### config.mk
export PLATFORM = sky130hd
export DESIGN_NAME = servo_pwm_decoder
export DESIGN_NICKNAME = d
export VERILOG_FILES = /design/src/rtl/servo_pkg.sv /design/src/rtl/servo_pwm_decoder_div.sv /design/src/rtl/servo_pwm_decoder.sv
export SDC_FILE = /design/constraint.sdc
export NUM_CORES = 1
export LEC_CHECK = 0
export BUFFER_PORTS_ARGS = -buffer_cell sky130_fd_sc_hd__buf_2
export CORE_UTILIZATION = 50
export DETAILED_ROUTE_END_ITERATION = 6
export PLACE_DENSITY = 0.69
export SYNTH_ARGS = -nofsm -noshare
export SYNTH_HDL_FRONTEND = slang
export SYNTH_HIERARCHICAL = 1
export SYNTH_SLANG_ARGS = --single-unit
### constraint.sdc
create_clock -name clk -period 10.6 [get_ports clk]
set_input_delay 1.06 -clock clk [delete_from_list [all_inputs] [get_ports clk]]
set_output_delay 1.06 -clock clk [all_outputs]
set_load 0.03 [all_outputs]
### src/rtl/servo_pkg.sv
// Shared types and elaboration-time helpers for the servo pulse decoder.
// Count derivation keeps the same scaling as the servo PWM generator.
package servo_pkg;

  typedef enum logic [1:0] {ST_SYNC, ST_WAIT_RISE, ST_HIGH, ST_STUCK} servo_state_e;

  localparam int                 DUTY_W      = 10;
  localparam longint unsigned    DUTY_MAX    = 1000;
  localparam logic [DUTY_W-1:0]  DUTY_CENTRE = DUTY_W'(500);

  function automatic longint unsigned period_count(longint unsigned freq, longint unsigned hz);
    return freq / hz;
  endfunction

  // Used for the min, max and tolerance counts alike.
  function automatic longint unsigned ns_count(longint unsigned freq, longint unsigned ns);
    return (freq * ns) / 64'd1_000_000_000;
  endfunction

  function automatic int calc_num_w(longint unsigned min_c, longint unsigned max_c);
    return $clog2((max_c - min_c) * DUTY_MAX + 1);
  endfunction

  function automatic int calc_cnt_w(longint unsigned period_c, longint unsigned periods);
    return $clog2(periods * period_c + 1);
  endfunction

endpackage

### src/rtl/servo_pwm_decoder_div.sv
// Sequential restoring unsigned divider, one quotient bit per cycle.
// Only the low QW quotient bits are exported; the caller guarantees they suffice.
module servo_div #(
  parameter int W  = 26,
  parameter int QW = 10
) (
  input  logic          clk,
  input  logic          rst_n,
  input  logic          i_start,
  input  logic [W-1:0]  i_numerator,
  input  logic [W-1:0]  i_denominator,
  output logic          o_busy,
  output logic          o_done,
  output logic [QW-1:0] o_quotient
);

  localparam int CW = $clog2(W + 1);

  logic [W-1:0]  r_rem, r_q, r_den;
  logic [CW-1:0] r_cnt;
  logic          r_busy, r_done;
  logic [W:0]    w_shift, w_sub;

  always_comb begin
    w_shift = {r_rem, r_q[W-1]};
    w_sub   = w_shift - {1'b0, r_den};
  end

  always_ff @(posedge clk or negedge rst_n) begin
    if (!rst_n) begin
      r_rem  <= '0;
      r_q    <= '0;
      r_den  <= '0;
      r_cnt  <= '0;
      r_busy <= 1'b0;
      r_done <= 1'b0;
    end else begin
      r_done <= 1'b0;
      if (i_start && !r_busy) begin
        r_rem  <= '0;
        r_q    <= i_numerator;
        r_den  <= i_denominator;
        r_cnt  <= CW'(W);
        r_busy <= 1'b1;
      end else if (r_busy) begin
        // Borrow out of the trial subtract means the divisor did not fit.
        if (w_sub[W]) begin
          r_rem <= w_shift[W-1:0];
          r_q   <= {r_q[W-2:0], 1'b0};
        end else begin
          r_rem <= w_sub[W-1:0];
          r_q   <= {r_q[W-2:0], 1'b1};
        end
        r_cnt <= r_cnt - CW'(1);
        if (r_cnt == CW'(1)) begin
          r_busy <= 1'b0;
          r_done <= 1'b1;
        end
      end
    end
  end

  assign o_busy     = r_busy;
  assign o_done     = r_done;
  assign o_quotient = r_q[QW-1:0];

endmodule

### src/rtl/servo_pwm_decoder.sv
// Measures servo pulse high time and maps 1.0-2.0 ms back to duty 0..1000.
// Flags out-of-range / stuck pulses and loss of the pulse train.
module servo_pwm_decoder
  import servo_pkg::*;
#(
  parameter longint unsigned INPUT_FREQ      = 50_000_000,
  parameter longint unsigned REFRESH_HZ      = 50,
  parameter longint unsigned MIN_PULSE_NS    = 1_000_000,
  parameter longint unsigned MAX_PULSE_NS    = 2_000_000,
  parameter longint unsigned TOL_NS          = 100_000,
  parameter int              FILTER_LEN      = 4,
  parameter longint unsigned TIMEOUT_PERIODS = 3
) (
  input  logic              clk,
  input  logic              rst_n,
  input  logic              pwm_in,
  output logic [DUTY_W-1:0] duty_level,
  output logic              duty_valid,
  output logic              pulse_err,
  output logic              signal_lost
);

  localparam longint unsigned PERIOD_L = period_count(INPUT_FREQ, REFRESH_HZ);
  localparam longint unsigned MIN_L    = ns_count(INPUT_FREQ, MIN_PULSE_NS);
  localparam longint unsigned MAX_L    = ns_count(INPUT_FREQ, MAX_PULSE_NS);
  localparam longint unsigned TOL_L    = ns_count(INPUT_FREQ, TOL_NS);
  localparam longint unsigned TO_L     = TIMEOUT_PERIODS * PERIOD_L;

  localparam int NUM_W = calc_num_w(MIN_L, MAX_L);
  localparam int CNT_W = calc_cnt_w(PERIOD_L, TIMEOUT_PERIODS);
  localparam int FLT_W = (FILTER_LEN > 1) ? $clog2(FILTER_LEN) : 1;

  localparam logic [CNT_W-1:0] MIN_C    = CNT_W'(MIN_L);
  localparam logic [CNT_W-1:0] MAX_C    = CNT_W'(MAX_L);
  localparam logic [CNT_W-1:0] LO_C     = CNT_W'(MIN_L - TOL_L);
  localparam logic [CNT_W-1:0] STUCK_C  = CNT_W'(MAX_L + TOL_L + 1);
  localparam logic [CNT_W-1:0] TO_C     = CNT_W'(TO_L);
  localparam logic [CNT_W-1:0] TO_M1_C  = CNT_W'(TO_L - 1);
  localparam logic [CNT_W-1:0] SETTLE_C = CNT_W'(FILTER_LEN + 2);
  localparam logic [FLT_W-1:0] FLT_LAST = FLT_W'(FILTER_LEN - 1);
  localparam logic [NUM_W-1:0] DEN_C    = NUM_W'(MAX_L - MIN_L);
  localparam logic [NUM_W-1:0] SCALE_C  = NUM_W'(DUTY_MAX);

  logic [1:0]        r_sync;
  logic              r_filt, r_filt_d;
  logic [FLT_W-1:0]  r_flt_cnt;
  logic [CNT_W-1:0]  r_to_cnt;
  logic [CNT_W-1:0]  r_hc;
  servo_state_e      r_state;
  logic              r_err;
  logic [DUTY_W-1:0] r_duty;
  logic              r_valid, r_lost;

  logic              w_rise, w_to_hit, w_fall, w_short, w_start;
  logic [CNT_W-1:0]  w_hc_inc, w_hc_cl;
  logic [NUM_W-1:0]  w_num;
  logic              w_div_busy, w_div_done;
  logic [DUTY_W-1:0] w_quot;

  // Input conditioning and time-since-last-rise counter.
  always_ff @(posedge clk or negedge rst_n) begin
    if (!rst_n) begin
      r_sync    <= '0;
      r_filt    <= 1'b0;
      r_filt_d  <= 1'b0;
      r_flt_cnt <= '0;
      r_to_cnt  <= '0;
    end else begin
      r_sync   <= {r_sync[0], pwm_in};
      r_filt_d <= r_filt;
      if (r_sync[1] == r_filt) begin
        r_flt_cnt <= '0;
      end else if (r_flt_cnt == FLT_LAST) begin
        r_filt    <= r_sync[1];
        r_flt_cnt <= '0;
      end else begin
        r_flt_cnt <= r_flt_cnt + FLT_W'(1);
      end
      if (w_rise)
        r_to_cnt <= CNT_W'(1);
      else if (r_to_cnt != TO_C)
        r_to_cnt <= r_to_cnt + CNT_W'(1);
    end
  end

  always_comb begin
    w_rise   = r_filt && !r_filt_d;
    w_to_hit = !w_rise && (r_to_cnt == TO_M1_C);
    w_hc_inc = (r_hc == STUCK_C) ? r_hc : r_hc + CNT_W'(1);
    w_fall   = (r_state == ST_HIGH) && !r_filt;
    w_short  = r_hc < LO_C;
    w_start  = w_fall && !w_short && !w_div_busy;
    if (r_hc < MIN_C)      w_hc_cl = MIN_C;
    else if (r_hc > MAX_C) w_hc_cl = MAX_C;
    else                   w_hc_cl = r_hc;
    w_num    = NUM_W'(w_hc_cl - MIN_C) * SCALE_C;
  end

  // In SYNC, r_hc doubles as a settle counter so a pulse already high at
  // reset release is not mistaken for a fresh rise while the synchronizer fills.
  always_ff @(posedge clk or negedge rst_n) begin
    if (!rst_n) begin
      r_state <= ST_SYNC;
      r_hc    <= '0;
      r_err   <= 1'b0;
    end else begin
      r_err <= 1'b0;
      case (r_state)
        ST_SYNC: begin
          if (r_filt || r_sync[1])  r_hc <= '0;
          else if (r_hc == SETTLE_C) r_state <= ST_WAIT_RISE;
          else                       r_hc <= r_hc + CNT_W'(1);
        end
        ST_WAIT_RISE: begin
          if (r_filt) begin
            r_hc    <= CNT_W'(1);
            r_state <= ST_HIGH;
          end
        end
        ST_HIGH: begin
          if (r_filt) begin
            r_hc <= w_hc_inc;
            if (w_hc_inc == STUCK_C) begin
              r_err   <= 1'b1;
              r_state <= ST_STUCK;
            end
          end else begin
            r_state <= ST_WAIT_RISE;
            if (w_short || w_div_busy) r_err <= 1'b1;
          end
        end
        ST_STUCK: begin
          if (!r_filt) r_state <= ST_WAIT_RISE;
        end
        default: r_state <= ST_SYNC;
      endcase
    end
  end

  servo_div #(.W(NUM_W), .QW(DUTY_W)) u_div (
    .clk           (clk),
    .rst_n         (rst_n),
    .i_start       (w_start),
    .i_numerator   (w_num),
    .i_denominator (DEN_C),
    .o_busy        (w_div_busy),
    .o_done        (w_div_done),
    .o_quotient    (w_quot)
  );

  always_ff @(posedge clk or negedge rst_n) begin
    if (!rst_n) begin
      r_duty  <= DUTY_CENTRE;
      r_valid <= 1'b0;
      r_lost  <= 1'b1;
    end else begin
      r_valid <= w_div_done;
      if (w_div_done) r_duty <= w_quot;
      if (w_to_hit)        r_lost <= 1'b1;
      else if (w_div_done) r_lost <= 1'b0;
    end
  end

  assign duty_level  = r_duty;
  assign duty_valid  = r_valid;
  assign pulse_err   = r_err;
  assign signal_lost = r_lost;

endmodule

* Word-level counts from Yosys, hierarchy flattened
Index checks and enable logic that the tools add are counted.
** Operators by class
- Add/subtract/negate cells :: 6
- Order comparisons :: 3
- Equality and inequality tests :: 18
- Reductions and logical operators :: 21
- Bitwise gates (word level) :: 1
- Multiplexer cells :: 39
- Multipliers :: 1
** Operators by type and width (number)
- 22-bit 2-to-1 mux :: 9
- 26-bit 2-to-1 mux :: 5
- 22-bit case mux with 3 select lines :: 1
- 22-bit by 1-bit adder with 22-bit output (second input constant) :: 2
- 22-bit by 17-bit == test with 1-bit output (second input constant) :: 2
- 22-bit by 16-bit less-than comparator with 1-bit output (second input constant) :: 2
- 27-bit by 16-bit subtractor with 27-bit output :: 1
- 26-bit by 7-bit multiplier with 23-bit output (second input constant) :: 1
- 22-bit by 16-bit subtractor with 23-bit output (second input constant) :: 1
- 22-bit == test (second input constant) :: 1
- 22-bit by 3-bit == test with 1-bit output (second input constant) :: 1
- 22-bit by 17-bit greater-than comparator with 1-bit output (second input constant) :: 1
- 22-bit != test (second input constant) :: 1
- 2-bit 2-to-1 mux :: 8
- 1-bit 2-to-1 mux :: 13
- 5-bit 2-to-1 mux :: 2
- 2-bit != test (second input constant) :: 5
- 2-bit case mux with 4 select lines :: 1
- 2-bit == test (second input constant) :: 3
- 1-bit logical AND :: 6
- 2-bit nonzero test :: 3
- 5-bit by 1-bit == test with 1-bit output (second input constant) :: 1
- 1-bit logical NOT :: 5
- 5-bit AND reduction :: 1
- other kinds (12) :: 13
** Word-level totals
- Output and inout bits :: 13
- Logic and storage cells :: 106
- Bits in registers :: 125
- Input bits :: 3

* Depth between registers and ports, before layout
Gate-level depths: netlist of run 1.
- Word-level depth :: 6
- Mapped depth :: 32
- Gate-level depth less buffers :: 29

* By module
The synthesis of run 1 kept the hierarchy.
** By module, submodules not included
- servo_pwm_decoder :: cells an instance 855, area an instance 7327.0 um^2, instances 1, seq. area each 1635.3 um^2
- servo_div :: cells an instance 562, area an instance 5064.9 um^2, instances 1, seq. area each 2127.0 um^2

* Least setup slack after synthesis of run 1
OpenSTA, ideal clock, no wires.
- Path kind :: reg-to-reg
- Start point :: register r_hc[20]
- End point :: register u_div.r_q[25]
- Slack :: 2.543 ns
- Path buffers :: 2
- Setup time :: 0.133 ns
- Cell stages (with the launch flop) :: 32
- Period minus slack after synthesis :: 8.057 ns
- Required time :: 10.467 ns
- Arrival time :: 7.924 ns
- Cell sequence :: dfrtp_1 -> or4_4 -> or4_4 -> nand4b_4 -> and2_4 -> o21ai_0 -> ha_1 -> clkbuf_1 -> nor2b_1 -> o21ai_0 -> a21oi_1 -> o41ai_1 -> clkbuf_1 -> a21oi_1 -> o21ai_0 -> inv_1 -> fa_1 -> fa_1 -> inv_1 -> fa_1 -> inv_1 -> fa_1 -> inv_1 -> ha_1 -> nand3_1 -> nand2b_1 -> nand2_1 -> a31oi_1 -> o21ai_0 -> xnor2_1 -> mux2i_1 -> o21ai_0
** Between the ends
- Longest elaborated chain between the ends :: 6
- Elaborated cells between the ends (all ways) :: 13
- Those cells by class :: add/sub: 1; mul: 1; order compare: 3; mux: 3; reduce/logical: 5
** RTL lines
- start, declared :: RTL line servo_pwm_decoder.sv:48 : logic [CNT_W-1:0] r_hc;
- start signal, assigned :: RTL line servo_pwm_decoder.sv:112 : else r_hc <= r_hc + CNT_W'(1);
- start signal, assigned :: RTL line servo_pwm_decoder.sv:122 : r_hc <= w_hc_inc;
- 22-bit by 17-bit greater-than comparator with 1-bit output :: RTL line servo_pwm_decoder.sv:94 : else if (r_hc > MAX_C) w_hc_cl = MAX_C;
- 22-bit 2-to-1 mux :: RTL line servo_pwm_decoder.sv:94
- 22-bit 2-to-1 mux (*) :: RTL line servo_pwm_decoder.sv:93 : if (r_hc < MIN_C) w_hc_cl = MIN_C;
- 22-bit by 16-bit subtractor with 23-bit output (*) :: RTL line servo_pwm_decoder.sv:96 : w_num = NUM_W'(w_hc_cl - MIN_C) * SCALE_C;
- 26-bit by 7-bit multiplier with 23-bit output (*) :: RTL line servo_pwm_decoder.sv:96
- net w_num[25] :: RTL line servo_pwm_decoder.sv:56 : logic [NUM_W-1:0] w_num;
- 26-bit 2-to-1 mux (*) :: RTL line servo_pwm_decoder_div.sv:39 : if (i_start && !r_busy) begin
- end signal, assigned :: RTL line servo_pwm_decoder_div.sv:41 : r_q <= i_numerator;
- end signal, assigned :: RTL line servo_pwm_decoder_div.sv:49 : r_q <= {r_q[W-2:0], 1'b0};
- end signal, assigned :: RTL line servo_pwm_decoder_div.sv:52 : r_q <= {r_q[W-2:0], 1'b1};
- end, declared :: RTL line servo_pwm_decoder_div.sv:19 : logic [W-1:0] r_rem, r_q, r_den;
The timed path passes the listed nets; every way through them passes the cells marked *.
A chain may end at the register's enable or synchronous reset.

* Worst setup path in the final report of run 1
- Start point :: register r_hc[14]
- End point :: register u_div.r_q[25]
Same word-level chain as after synthesis.

==> results.py, run 1 <==
metrics = {
    "run_status": {
        "outcome": "completed",
    },
    "setup_path": {
        "cp_slowest_cell": "o41ai_2",
        "start_kind": "flip-flop",
        "cp_max_fo": 13,
        "cpLargestDelayFamily": "compound AO/OA/AOI/OAI gates",
        "crit_type": "reg -> reg",
        "critical_path.max_stage_delay_ns": 0.83,
        "crit_arrival_ns": 9.35,
        "crit_buf_inv": 4,
        "end_kind": "flip-flop",
        "crit_required_ns": 10.88,
    },
    "sta": {
        "worst_slew_pin_slew_ns": 0.992,
        "slew_violations": 0,
        "hold_violations": 0,
        "fin_skew_ns": 0.0157,
        "hold_slack_ns": 0.373,
        "fmax_ghz": 0.110,
        "finalSetupViolations": 0,
        "rsz0062_at_grt": "no",
        "timing.final.crit_share": 0.856,
        "fin_tns_setup_ns": 0,
        "max_slew_margin": 0.331,
        "min_period_ns": 9.07,
    },
    "placed_design": {
        "dp_hpwl_um": 18600,
        "place_inst": 1724,
        "dpl-instance-area_um2": 12700,
        "gp_congestion": 0.900,
        "port_buffers": 15,
    },
    "die": {
        "rows": 57,
        "dieArea_um2": 25400,
        "dieWidth_um": 159,
        "die_h_um": 159,
        "start_util": 0.510,
        "core_um2": 24300,
        "io_pins": 16,
    },
    "synthesis": {
        "ys_types": 80,
        "ys.flop_type": "dfrtp_1",
        "synth-seq-cells": 150,
        "netlist_area_um2": 12400,
        "async_flop_share": 1.00,
        "yosysTopAreaCell": "dfrtp_1",
        "synth_area_per_cell_um2": 8.75,
        "ys_seq_area_frac": 0.304,
        "synth_cells": 1417,
        "yosysTopAreaCellShare": 0.289,
        "synth_enable_flop_cells": 0,
        "yosys_warnings": 6,
        "synth_area_leaders": "dfrtp_1 29%, fa_1 9.4%, ha_1 8.1%",
    },
    "power_and_ir_drop": {
        "p_leak_nw": 6.10,
        "power_density_nw_per_um2": 109,
        "design_power_total_mw": 1.45,
        "ir_drop_mv": 0.0947,
    },
    "drt": {
        "wl_per_cell_um": 14.6,
        "wl_um": 25600,
        "vias": 9752,
        "drtPass1Iterations": 5,
        "viasPerCell": 5.55,
        "drt_iter0_drc": 696,
        "drcViolationCount": 0,
        "ant_nets": 0,
    },
    "global_routing": {
        "grt_usage": 0.213,
        "grt.overflow.total": 0,
        "antenna_found_initial": 0,
        "grt_pass1_wl_um": 44900,
        "grt_pass1_vias": 9573,
        "grt_max_degree": 101,
    },
    "job": {
        "maxCapViolCount": 0,
    },
    "cts": {
        "htreeDepth": 4,
        "holdBufCountCts": 0,
        "cts.sinks": 150,
        "cts_buffers": 17,
        "clk_latency_ns": 0.43,
        "clkTransAtPathRegs_ns": 0.07,
        "clk_path_buf_depth": 2,
        "cts_resized": 0,
        "cts_setup_buffers": 0,
        "clockRootBuffer": "clkbuf_16",
        "cts_tree": "yes",
    },
    "cells_and_area": {
        "layout.cells.non_filler": 1756,
        "num_antenna_cells": 0,
        "nNetsFinal": 1560,
        "drive_above_1_share": 0.0733,
        "final.fill_count": 2196,
        "mostFrequentLayoutCells": "144 x nand2_1, 143 x inv_1, 142 x dfrtp_1, 134 x o21ai_0, 86 x nor2_1",
        "final_common_cell": "nand2_1",
        "finalInstanceArea_um2": 13300,
        "area_delta_synth_final_pct": 7.48,
        "seq_area_um2": 3760,
        "multi_input_area_um2": 7890,
    },
    "worst_hold_path": {
        "min_path_type": "reg -> reg",
    },
}
-- flip-flops by register name, summed over array words and instances (netlist names) --
name          cells
pulse_err         1
r_filt            1
r_sync            2
signal_lost       1
duty_level       10
u_div/o_done      1
u_div/r_den      26
r_to_cnt         22
r_flt_cnt         2
u_div/r_rem      26
u_div/r_q        26
r_filt_d          1
r_state           2
r_hc             22
u_div/r_cnt       5
u_div/o_busy      1
duty_valid        1
-- synth_stat cells (5+ instances only) --
cell        n
nand2_1   144
dfrtp_1   143
inv_1     143
o21ai_0   134
nor2_1     88
ha_1       80
a21oi_1    75
fa_1       58
clkbuf_1   56
mux2i_1    53
xnor2_1    53
nand3_1    35
xor2_1     31
nor3_1     24
and2_1     16
o31ai_1    16
a21o_1     15
a31oi_1    14
mux2_2     14
and3_1     13
nor2b_1    12
buf_4      11
nand2b_1   11
nand4_1    11
o21a_1     11
a211oi_1   10
nor4_1      9
o31a_1      9
or3_1       8
and4_1      7
dfstp_2     7
o211ai_1    7
o21ai_1     6
or2_2       6
or4_1       5
-- logic make-up after synthesis --
kind of cell               after synthesis  synth area share
xor gates and xnor gates                85            0.0607
DFF                                    150             0.304
other                                    2          0.000606
buffers and inverters                  218            0.0713
AOI/OAI and AO/OA                      344             0.169
adders and majority gates              140             0.176
muxes                                   67            0.0555
and+or+nand+nor                        411             0.163
-- worst paths after layout --
path	startpoint	to	slack, ns	depth (start not counted)
max reg2reg	r_hc[14]	u_div/r_q[25]	1.53	29
min in group asynchronous	rst_n	r_to_cnt[13]	0.73	1
min	r_sync[0]	r_sync[1]	0.37	0
max	r_hc[14]	u_div/r_q[25]	1.53	29
max in group asynchronous	rst_n	u_div/o_busy	8.63	2
min reg2reg	r_sync[0]	r_sync[1]	0.37	0
-- power breakdown --
part / internal, mW / switching [mW]
clock network: 0.315 / 0.283
logic: 0.0782 / 0.150
registers: 0.595 / 0.0256
-- area by class of cell --
cell class                      count  area share
Multi-Input combinational cell   1083       0.592
Tap cell                          324      0.0304
Clock inverter                     15      0.0114
Inverter                          143      0.0403
Sequential cell                   150       0.283
Clock buffer                       17      0.0319
Timing Repair Buffer               24      0.0112
-- per-layer routing --
metal / track usage / share of wire
met5: 0 / 0
met4: 0.0590 / 0.013
met3: 0.0333 / 0.041
met2: 0.345 / 0.46
met1: 0.296 / 0.49
-- stage by stage --
step / util / setup slack, ns
2_1_floorplan: - / 2.54
5_1_grt: 0.548 / 0.694
3_5_place_dp: 0.524 / 1.59
4_1_cts: 0.548 / 1.55
3_3_place_gp: 0.524 / 1.95
6_report: 0.548 / 1.53
(Power assumes the default switching activity.)
==> run 2: changes to the inputs <==
Clock period 10.6 ns to 9.65 ns, I/O delays scaled along.
==> run 2 against run 1 <==
  * Worst setup slack lost 0.71 ns
  * Worst hold slack lost 0.026 ns
  * Die area did not move
  * Critical path type unchanged
  * Cell area increased by 0.24%
  * Clock skew increased by 0.0020 ns
  * Largest cell class unchanged
==> results.py, run 2 (synthesis results as in run 1) <==
metrics = {
    "run_status": {
        "outcome": "completed",
    },
    "sta": {
        "slew_violations": 0,
        "fin_skew_ns": 0.0177,
        "fin_tns_setup_ns": 0,
        "max_slew_margin": 0.373,
        "fmax_ghz": 0.113,
        "min_period_ns": 8.83,
        "rsz0062_at_grt": "no",
        "hold_violations": 0,
        "hold_slack_ns": 0.347,
        "worst_slew_pin_slew_ns": 0.931,
        "fin_ws_ns": 0.816,
        "finalSetupViolations": 0,
        "timing.final.crit_share": 0.915,
    },
    "global_routing": {
        "gr-usage-met3": 0.0346,
        "grt.overflow.total": 0,
        "grtUsageMet1": 0.297,
        "grt_usage": 0.215,
        "grt.met2_usage": 0.352,
        "grt_pass1_wl_um": 45500,
        "antenna_found_initial": 0,
        "grt_pass1_vias": 9641,
        "gr-max-usage-layer": "met2",
        "grt_max_degree": 101,
    },
    "power_and_ir_drop": {
        "design_power_total_mw": 1.59,
        "ir_drop_mv": 0.103,
        "p_leak_nw": 6.12,
        "power_density_nw_per_um2": 119,
    },
    "drt": {
        "drcViolationCount": 0,
        "ant_nets": 0,
        "drt_iter0_drc": 687,
        "wl_um": 26000,
        "vias": 9876,
        "drtPass1Iterations": 5,
        "viasPerCell": 5.61,
        "wl_per_cell_um": 14.8,
    },
    "cells_and_area": {
        "final_common_cell": "nand2_1",
        "final_util": 0.549,
        "layout.cells.non_filler": 1759,
        "nNetsFinal": 1563,
        "num_antenna_cells": 0,
        "area_delta_synth_final_pct": 7.74,
        "finalInstanceArea_um2": 13400,
        "mostFrequentLayoutCells": "144 x nand2_1, 143 x inv_1, 142 x dfrtp_1, 134 x o21ai_0, 86 x nor2_1",
        "layout_top_registers": "u_div/r_den (26), u_div/r_q (26), u_div/r_rem (26)",
        "drive_above_1_share": 0.0753,
    },
    "worst_hold_path": {
        "min_path_type": "reg -> reg",
        "hold_end": "r_sync[1]",
        "hold_depth": 0,
        "min_from": "r_sync[0]",
    },
    "setup_path": {
        "critical_path.max_stage_delay_ns": 0.58,
        "end_kind": "flip-flop",
        "reg2reg_depth": 29,
        "crit_required_ns": 9.99,
        "r2r_start": "r_hc[14]",
        "r2r_setup_slack_ns": 0.82,
        "cp_slowest_cell": "a21oi_1",
        "crit_type": "reg -> reg",
        "critPathLaunch": "r_hc[14]",
        "crit_arrival_ns": 9.18,
        "start_kind": "flip-flop",
        "worst_r2r_endpoint": "u_div/r_q[25]",
        "cp_max_fo": 13,
    },
    "cts": {
        "clk_path_buf_depth": 2,
        "cts_buffers": 17,
        "htreeDepth": 4,
        "cts_tree": "yes",
        "cts.sinks": 150,
        "clkTransAtPathRegs_ns": 0.08,
        "clockRootBuffer": "clkbuf_16",
        "cts_setup_buffers": 0,
        "cts_resized": 0,
        "clk_latency_ns": 0.43,
        "holdBufCountCts": 0,
    },
    "placed_design": {
        "dpl-instance-area_um2": 12800,
        "place_inst": 1727,
        "port_buffers": 15,
        "pre_cts_slack_ns": 0.951,
        "dp_hpwl_um": 18800,
        "gp_congestion": 0.931,
    },
    "die": {
        "dieArea_um2": 25400,
        "dieWidth_um": 159,
        "die_h_um": 159,
        "start_util": 0.510,
        "io_pins": 16,
        "rows": 57,
        "core_um2": 24300,
    },
    "job": {
        "maxCapViolCount": 0,
    },
}
-- run 2: cell count changes in the layout (fill, tap and decap cells not counted) --
cell / delta
buf_4: +3
clkinv_4: +2
clkinv_8: +2
inv_6: -2
inv_8: -2
-- run 2: report_power, final --
| group | total, mW | internal (mW) | switching (mW) |
|---|---|---|---|
| clock | 0.656 | 0.346 | 0.310 |
| combinational | 0.250 | 0.0856 | 0.164 |
| sequential | 0.682 | 0.654 | 0.0286 |
| total | 1.59 | 1.09 | 0.503 |
-- run 2: worst max path at each step --
stage                          to  slack, ns  depth (start not counted)
CTS                 u_div/r_q[25]       0.88                         29
global placement    u_div/r_q[25]       1.31                         29
global route        u_div/r_q[25]       0.03                         29
finish              u_div/r_q[25]       0.82                         29
floorplan           u_div/r_q[25]       1.59                         31
detailed placement  u_div/r_q[25]       0.95                         29
-- run 2: area by class of cell --
cell class | instances | area (um^2)
timing repair buffer | 27 | 171
fill | 2215 | 11000
inverter | 143 | 537
sequential | 150 | 3760
clock buffer | 17 | 425
clock inverter | 15 | 161
tap | 324 | 405
multi-input combinational | 1083 | 7890
-- run 2: worst max-delay path: cells and delay by family, from the launching register on --
family	cells	cell delay, ns
AOI/OAI and AO/OA	10	2.99
xor gates and xnor gates	1	0.18
adders and majority gates	6	2.92
buffers and inverters	4	0.42
DFF	1	0.52
muxes	1	0.08
and+or+nand+nor	7	1.59
-- run 2: routing by layer --
metal | vias up | part of all wire | wire length [um]
met3 | 32 | 0.032 | 830
met4 | 0 | 0.013 | 334
met2 | 187 | 0.47 | 12100
met1 | 4792 | 0.49 | 12700
li1 | 4865 | - | -
met5 | - | 0 | 0
==> run 3: changes to the inputs <==
Settings changed: ABC_AREA from default to 1.
==> run 3 against run 2 <==
  * The run now ends with design-rule violations left
  * Sequential cell count unchanged
  * Power is 0.65% higher
  * Routed wire length grew 20%
  * Global-route usage grew 2.6 points
  * Worst setup slack better by 1.8 ns
  * Register-to-register slack improved by 1.8 ns
  * Critical path depth grew 1
  * Clock skew is 0.0020 ns lower
==> results.py, run 3 <==
metrics = {
    "cells_and_area": {
        "layout.cells.non_filler": 2223,
        "num_antenna_cells": 0,
        "final_common_cell": "nand2_1",
        "area_delta_synth_final_pct": 7.25,
        "mostFrequentLayoutCells": "521 x nand2_1, 336 x inv_1, 143 x dfrtp_1, 115 x nand3_1, 107 x nor2_1",
        "finalInstanceArea_um2": 14400,
        "nNetsFinal": 2016,
        "layout_top_registers": "u_div/r_den (26), u_div/r_q (26), u_div/r_rem (26)",
        "final_util": 0.550,
        "drive_above_1_share": 0.0906,
    },
    "synthesis": {
        "synth_cells": 1848,
        "ys.flop_type": "dfrtp_1",
        "yosysTopAreaCellShare": 0.267,
        "synth_area_leaders": "dfrtp_1 27%, nand2_1 15%, inv_1 9.4%",
        "synth-seq-cells": 150,
        "yosysTopAreaCell": "dfrtp_1",
        "synth_fa_ha_area_frac": 0.161,
        "synth_xor_area_frac": 0.0418,
        "ys_types": 62,
        "synth_area_per_cell_um2": 7.25,
        "netlist_area_um2": 13400,
        "synth_top_family_by_area": "simple AND/OR/NAND/NOR gates",
        "yosys.area_share.simple": 0.298,
        "async_flop_share": 1.00,
        "ys_seq_area_frac": 0.281,
        "synth_enable_flop_cells": 0,
        "muxShareOfSynthArea": 0.00841,
        "synth_common_cells": "521 x nand2_1, 336 x inv_1, 143 x dfrtp_1",
        "yosys_warnings": 6,
        "synth.most_common_cell": "nand2_1",
        "synth_compound_area_frac": 0.0885,
    },
    "setup_path": {
        "crit_type": "reg -> reg",
        "crit_top_cell": "inv_1",
        "crit_buf_inv": 5,
        "end_kind": "flip-flop",
        "crit_required_ns": 9.93,
        "crit_arrival_ns": 7.33,
        "critical_path.max_stage_delay_ns": 0.54,
        "cpLargestDelayFamily": "adder cells",
        "cp_max_fo": 11,
        "start_kind": "flip-flop",
        "cp_slowest_cell": "fa_1",
    },
    "placed_design": {
        "gp_congestion": 0.959,
        "port_buffers": 15,
        "dpl-instance-area_um2": 13800,
        "dp_hpwl_um": 24200,
        "place_inst": 2191,
    },
    "sta": {
        "timing.final.crit_share": 0.730,
        "fin_tns_setup_ns": 0,
        "fin_skew_ns": 0.0157,
        "min_period_ns": 7.05,
        "fmax_ghz": 0.142,
        "finalSetupViolations": 0,
        "rsz0062_at_grt": "no",
        "hold_slack_ns": 0.357,
        "slew_violations": 0,
        "worst_slew_pin_slew_ns": 1.08,
        "max_slew_margin": 0.282,
        "hold_violations": 0,
    },
    "power_and_ir_drop": {
        "p_sw_mw": 0.508,
        "ir_drop_mv": 0.108,
        "pwr-share-clk": 0.422,
        "swShare": 0.318,
        "power_frac_seq": 0.424,
        "p_leak_nw": 7.71,
        "p_int_mw": 1.09,
        "power_density_nw_per_um2": 111,
        "combPwrFrac": 0.154,
    },
    "drt": {
        "vias": 11300,
        "ant_nets": 0,
        "drtPass1Iterations": 7,
        "wl_um": 31200,
        "viasPerCell": 5.08,
        "drcViolationCount": 2,
        "wl_per_cell_um": 14.1,
        "drt_iter0_drc": 661,
    },
    "cts": {
        "cts_resized": 0,
        "cts_setup_buffers": 0,
        "clk_path_buf_depth": 2,
        "cts_tree": "yes",
        "clk_latency_ns": 0.43,
        "holdBufCountCts": 0,
        "clkTransAtPathRegs_ns": 0.07,
        "htreeDepth": 4,
        "cts.sinks": 150,
        "clockRootBuffer": "clkbuf_16",
        "cts_buffers": 17,
    },
    "global_routing": {
        "grt.overflow.total": 0,
        "grt_pass1_vias": 11500,
        "antenna_found_initial": 0,
        "grt_max_degree": 92,
        "grt_pass1_wl_um": 54300,
        "grt_usage": 0.241,
    },
    "die": {
        "rows": 59,
        "dieWidth_um": 166,
        "start_util": 0.513,
        "core_um2": 26100,
        "die_h_um": 166,
        "io_pins": 16,
        "dieArea_um2": 27400,
    },
    "worst_hold_path": {
        "min_path_type": "reg -> reg",
    },
    "run_status": {
        "outcome": "finished, violations left",
        "violations": "design-rule violations",
    },
    "job": {
        "maxCapViolCount": 0,
    },
}
[run 3: stage by stage]
stage	worst slack (ns)	power (mW)
after floorplan	3.46	0.868
after global placement	2.81	0.929
after detailed placement	2.61	0.936
after CTS	2.55	1.61
after global routing	1.83	1.68
final	2.60	1.60
[run 3: final timing paths]
| path | endpoint | from | depth (start not counted) | slack (ns) |
|---|---|---|---|---|
| max | u_div/r_q[25] | r_hc[13] | 30 | 2.60 |
| min | r_sync[1] | r_sync[0] | 0 | 0.36 |
| max reg2reg | u_div/r_q[25] | r_hc[13] | 30 | 2.60 |
| min reg2reg | r_sync[1] | r_sync[0] | 0 | 0.36 |
| max in group asynchronous | u_div/r_q[16] | rst_n | 2 | 7.72 |
| min in group asynchronous | r_to_cnt[13] | rst_n | 1 | 0.60 |
[run 3: metal layers]
| layer | part of all wire | vias to the layer above | track usage |
|---|---|---|---|
| met2 | 0.50 | 182 | 0.438 |
| met5 | 0 | - | 0 |
| met3 | 0.029 | 39 | 0.0296 |
| met1 | 0.46 | 5286 | 0.303 |
| met4 | 0.015 | 0 | 0.0589 |
| li1 | - | 5784 | - |
[run 3: power by group through the flow]
stage          combinational, mW  clock [mW]  sequential (mW)
2_1_floorplan              0.183           0            0.685
3_3_place_gp               0.241           0            0.688
3_5_place_dp               0.248           0            0.689
4_1_cts                    0.247       0.689            0.677
5_1_grt                    0.287       0.714            0.680
6_report                   0.247       0.674            0.678
[run 3: final cells by class]
class / instances / area, um^2
clock inverter: 13 / 135
timing repair buffer: 19 / 111
multi-input combinational: 1332 / 8160
tap: 335 / 419
sequential: 150 / 3760
fill: 2558 / 11800
inverter: 355 / 1340
clock buffer: 19 / 443
[run 3: kinds of logic (layout without fill, tap and decap cells)]
kind of cell / after synthesis / in the layout
other: 2 / 36
adder cells (fa/ha/maj): 138 / 138
AND/OR/NAND/NOR: 885 / 885
flip-flops: 150 / 150
AO/OA/AOI/OAI: 202 / 202
XOR/XNOR: 61 / 61
multiplexers: 10 / 10
buffers and inverters: 400 / 406
